[src/rtl/fetch_buffer.sv]
// Instruction fetch queue between the icache and the 4-wide decode stage.
// Holds up to DEPTH {pc, instr} entries and presents the oldest four as a lane bundle.
module fetch_buffer #(
  parameter int WIDTH     = 12,
  parameter int DEPTH     = 16,
  parameter int DEPTH_LOG = 4
) (
  input  logic                   i_clk,
  input  logic                   i_rst_n,
  input  logic                   i_flush,
  input  logic                   i_valid,
  input  logic [WIDTH-1:0]       i_pc,
  input  logic [31:0]            i_instr,
  output logic                   o_ready,
  input  logic                   i_dec_ready,
  output logic [3:0]             o_valid,
  output logic [127:0]           o_instr,
  output logic [4*WIDTH-1:0]     o_pc,
  output logic [DEPTH_LOG:0]     o_count
);

  localparam int LANES = 4;
  localparam logic [DEPTH_LOG:0] DEPTH_C = (DEPTH_LOG+1)'(DEPTH);
  localparam logic [DEPTH_LOG:0] LANES_C = (DEPTH_LOG+1)'(LANES);
  localparam logic [31:0]        NOP     = 32'h00000013;

  logic [WIDTH-1:0]     pc_mem_r    [DEPTH];
  logic [31:0]          instr_mem_r [DEPTH];
  logic [DEPTH_LOG-1:0] head_r;
  logic [DEPTH_LOG-1:0] tail_r;
  logic [DEPTH_LOG:0]   count_r;

  logic                 push_s;
  logic                 pop_s;
  logic [DEPTH_LOG:0]   pop_n_s;
  logic [DEPTH_LOG:0]   count_next_s;

  assign o_ready      = (count_r < DEPTH_C);
  assign o_count      = count_r;
  assign push_s       = i_valid && o_ready && !i_flush;
  assign pop_s        = i_dec_ready && !i_flush;
  assign count_next_s = count_r + (DEPTH_LOG+1)'(push_s) - pop_n_s;

  // Number of entries a pop removes: every valid lane, i.e. min(count, LANES).
  always_comb begin
    pop_n_s = {(DEPTH_LOG+1){1'b0}};
    if (!pop_s) begin
      pop_n_s = {(DEPTH_LOG+1){1'b0}};
    end else if (count_r > LANES_C) begin
      pop_n_s = LANES_C;
    end else begin
      pop_n_s = count_r;
    end
  end

  // Lane k shows entry (head+k) mod DEPTH; lanes beyond the occupancy show a NOP at pc 0.
  always_comb begin
    logic [DEPTH_LOG-1:0] idx;
    idx     = {DEPTH_LOG{1'b0}};
    o_valid = 4'b0000;
    o_instr = {LANES{NOP}};
    o_pc    = {(LANES*WIDTH){1'b0}};
    for (int k = 0; k < LANES; k++) begin
      idx = head_r + DEPTH_LOG'(k);
      if (count_r > (DEPTH_LOG+1)'(k)) begin
        o_valid[k]              = 1'b1;
        o_instr[32*k +: 32]     = instr_mem_r[idx];
        o_pc[WIDTH*k +: WIDTH]  = pc_mem_r[idx];
      end else begin
        o_valid[k]              = 1'b0;
        o_instr[32*k +: 32]     = NOP;
        o_pc[WIDTH*k +: WIDTH]  = {WIDTH{1'b0}};
      end
    end
  end

  // Entry storage; contents need no reset because occupancy gates every read.
  always_ff @(posedge i_clk) begin
    if (push_s) begin
      pc_mem_r[tail_r]    <= i_pc;
      instr_mem_r[tail_r] <= i_instr;
    end
  end

  // Pointer and occupancy state; flush outranks any concurrent push or pop.
  always_ff @(posedge i_clk or negedge i_rst_n) begin
    if (!i_rst_n) begin
      head_r  <= {DEPTH_LOG{1'b0}};
      tail_r  <= {DEPTH_LOG{1'b0}};
      count_r <= {(DEPTH_LOG+1){1'b0}};
    end else if (i_flush) begin
      head_r  <= {DEPTH_LOG{1'b0}};
      tail_r  <= {DEPTH_LOG{1'b0}};
      count_r <= {(DEPTH_LOG+1){1'b0}};
    end else begin
      if (push_s) begin
        tail_r <= tail_r + {{(DEPTH_LOG-1){1'b0}}, 1'b1};
      end
      head_r  <= DEPTH_LOG'(head_r + pop_n_s);
      count_r <= count_next_s;
    end
  end

endmodule

[config.mk]
export PLATFORM = sky130hd
export DESIGN_NAME = fetch_buffer
export DESIGN_NICKNAME = d
export VERILOG_FILES = /design/src/rtl/fetch_buffer.sv
export SDC_FILE = /design/constraint.sdc
export NUM_CORES = 2
export LEC_CHECK = 0
export CAP_MARGIN = 0
export CORE_UTILIZATION = 61
export DETAILED_ROUTE_END_ITERATION = 7
export PLACE_DENSITY = 0.86
export SYNTH_ARGS = -nofsm -noshare
export SYNTH_HDL_FRONTEND = slang
export SYNTH_SLANG_ARGS = --single-unit
[constraint.sdc]
create_clock -name i_clk -period 6.34 [get_ports i_clk]
set_clock_uncertainty 0.1 [all_clocks]
set_input_delay 1.902 -clock i_clk [delete_from_list [all_inputs] [get_ports i_clk]]
set_output_delay 1.902 -clock i_clk [all_outputs]
set_load 0.005 [all_outputs]
==> metrics.md <==
| Metric | Value |
|---|---|
| Outcome | completed |
| CTS Hold Bufs | 0 |
| DR top layer | met5 |
| Die ar. | 73200 um^2 |
| Crit path launch | head_r[0] |
| Area Overhead vs Synth | 14.3% |
| Dominant combinational cell family by area after synthesis | multiplexers |
| Adder-Cell Fraction of Synth Area | 0.518% |
| Capture point of the worst path | o_instr[78] |
| Logic pwr share | 34.2% |
| Worst slew margin | 13.0% |
| Yosys reg bits | 717 |
| Nets | 2587 |
| Hold WC Path Type | reg -> reg |
| Fin crit share | 96.5% |
| Port bufs | 234 |
| Clk Latency, worst-skew pair | 0.63 ns |
| Crit path buf inv count | 3 |
| Post-DP HPWL | 75600 um |
| Number of cells on the critical path | 6 |
| Switching share of power | 31.5% |
| Final ANT Viol Nets | 0 |
| Htree depth | 3 |
| Syn Inst Count | 2357 |
| Worst-Margin Slew | 1.30 ns |
| Final setup viols | 0 |
| # rows | 98 |
| Top-area cell type share of the netlist area | 48.1% |
| Critical path data arrival time | 4.11 ns |
| DR pass1 iterations | 8 |
| Vert. Die Dim | 271 um |
| Unrepaired setup endpoints after global routing | false |
| Leakage | 0.0148 uW |
| Compound-Gate Fraction of Synth Area | 4.13% |
| Grt total ovfl | 0 |
| Crit start category | register |
| Layout cells sized above 1 | 36.8% |
| Syn Area/Cell | 18.7 um^2 |
| Seq pwr share | 35.7% |
| R2r setup slk | 3.36 ns |
| Clock-pin slew on the worst setup and hold paths | 0.06 ns |
| Met2 wire len | 61500 um |
| Placer Congestion | 0.885 |
| Wl on met1 | 40300 um |
| Synth Area in XOR/XNOR | 0.259% |
| Post-synthesis sequential area ratio | 48.8% |
| Mux contribution to synthesized area | 42.3% |
| Synth unique cells | 43 |
| Cell area after layout | 50300 um^2 |
| Worst path slowest cell | dfrtp_4 |
| Core area | 71400 um^2 |
| Clk buf depth | 3 |
| Commonest cells post-synth | edfxtp_1 (704), mux4_2 (696), mux2i_1 (272), o22ai_1 (131), buf_2 (122) |
| Hold_ws | 0.502 ns |
| Post-synthesis async set-or-reset flop share | 1.81% |
| NetSw | 4740 uW |
| Area contributors post-synth | edfxtp_1 (48%), mux4_2 (36%), mux2i_1 (6.2%) |
| Post-DP Area | 47700 um^2 |
| Residual DRC | 0 |
| Via/cell ratio | 8.35 |
| Synthesis Warnings | 0 |
| Pin count of the biggest net entering global routing | 148 |
| Crit-path cells | buf_12, buf_4, mux4_2, a2111oi_0, nor3_1, clkdlybuf4s50_1 |
| Most numerous cell in the Yosys netlist | edfxtp_1 |
| Post-CTS Setup Inserts | 0 |
| Fin Setup TNS | 0 ns |
| I/O pins | 235 |
| Crit path time final | 6.12 ns |
| First-pass GRT wire length | 194000 um |
| Slowest stage delay, CP | 0.75 ns |
| Number of enable flip-flop cells after synthesis | 704 |
| Drt total wl | 132000 um |
| Post-Synth Simple-Gate Area | 1.02% |
| Tot GR Track Use | 36.2% |
| Hold Vio Cnt, Final | 0 |
| Worst reg-to-reg path cell count | 5 |
| TritonCTS clock tree | done |
| Clock buffer count from CTS | 75 |
| Initial antenna violation count | 5 |
| Dominant cell type by area after synthesis | edfxtp_1 |
| Placed insts | 3394 |
| Vias in the first global route | 29300 |
| PostCTS Resize Cnt | 0 |
| Synth Flop Type | edfxtp_1 |
| FMAX | 164 MHz |
| Reg-to-Reg End | instr_mem_r[1][7] |
| CP required | 4.34 ns |
| Max cap viols | 0 |
| Final Non-Filler Cells | 3533 |
| Critical path class | reg -> out |
| CP max FO | 42 |
| Maximum vdd ir drop | 297 uV |
| Final core occ | 70.4% |
| Clock Tree Root | clkbuf_16 |
| RR Startpoint | o_count[4] |
| Die width | 271 um |
| CTS sink count | 717 |
| Vias after detailed routing | 29500 |
| Clock power share | 30.1% |
| Met3 WL | 21300 um |
| Wire per inst | 37.3 um |
| Post-synthesis cell area | 44000 um^2 |
| Starting density of the core | 61.6% |
| Mapped Nets | 2423 |
| DR iter-0 viols | 4925 |
| Power density over the cells | 299 nW/um^2 |
| Pins Over Slew Limit | 0 |
| Setup crit end kind | primary output |
| Family with the most delay on the worst path | buffers and inverters |
| Internal | 10300 uW |
==> power groups by stage <==
stage               registers (uW)  clock network [uW]  logic, uW
detailed placement            5470                   0       4940
floorplan                     5440                   0       2300
CTS                           5380                4550       4980
finish                        5380                4530       5140
global route                  5380                4700       5230
global placement              5460                   0       4870
==> stage by stage <==
stage	total power (uW)	setup slack [ns]
2_1_floorplan	7750	0.406
3_3_place_gp	10300	0.995
4_1_cts	14900	0.203
6_report	15000	0.224
3_5_place_dp	10400	0.933
5_1_grt	15300	0.0195
==> tightest hold or removal path, delay by kind of cell, from the launching register on <==
| family | cells | cell delay (ns) |
|---|---|---|
| AND/OR/NAND/NOR | 1 | 0.08 |
| flip-flops | 1 | 0.42 |
| AO/OA/AOI/OAI | 1 | 0.06 |
==> final cells by class <==
type | instances | area, um^2
clock buffers | 94 | 2040
repair buffers | 328 | 3600
diodes | 4 | 10.0
fillers | 4096 | 21100
flip-flops and latches | 717 | 21500
well taps | 950 | 1190
clock inverters | 41 | 472
inverters | 15 | 56.3
multi-input cells | 1384 | 21400
==> flip-flops by register name, indices dropped and copies added (netlist names) <==
signal       count
instr_mem_r    512
tail_r           4
o_count          5
pc_mem_r       192
head_r           4
==> placed cells by master (no fill, tap or decap), types with 7 or more instances in the layout <==
master and n:
a22oi_1 75, clkinv_1 14, clkdlybuf4s50_1 234, clkbuf_1 14, mux2_2 16, clkinv_2 9, o22ai_1 131, a211oi_1 9
mux4_2 696, xor2_1 7, buf_4 50, nor2_4 16, clkbuf_16 79, nand2_1 13, buf_12 44, nor3_1 13
bufinv_16 9, ha_1 14, mux2i_1 272, a21oi_1 40, edfxtp_1 704, nor2b_1 9, dfrtp_1 10, a2111oi_0 7
nor2_1 10, inv_1 15
==> layer usage <==
| metal | global-route usage [%] | vias up |
|---|---|---|
| li1 | - | 10900 |
| met1 | 46.0 | 14900 |
| met2 | 56.1 | 3008 |
| met3 | 11.5 | 650 |
| met4 | 19.2 | 6 |
| met5 | 0 | - |
==> worst min path at each step <==
stage | start | to | slack, ns | cells after the start
CTS | tail_r[1] | tail_r[1] | 0.51 | 2
detailed placement | tail_r[1] | tail_r[1] | 0.50 | 2
global route | tail_r[1] | tail_r[1] | 0.56 | 2
finish | tail_r[1] | tail_r[1] | 0.50 | 2
floorplan | tail_r[1] | tail_r[1] | 0.46 | 2
global placement | tail_r[1] | tail_r[1] | 0.48 | 2
==> logic make-up (layout without fill, tap and decap cells) <==
| family | Yosys count | count (layout) |
|---|---|---|
| multiplexers | 985 | 985 |
| AND/OR/NAND/NOR | 92 | 92 |
| flip-flops | 717 | 717 |
| buffers and inverters | 256 | 478 |
| other | 1 | 5 |
| XOR/XNOR | 13 | 13 |
| adder cells (fa/ha/maj) | 17 | 17 |
| AO/OA/AOI/OAI | 276 | 276 |
No activity file was read; power rests on OpenSTA's default activity.
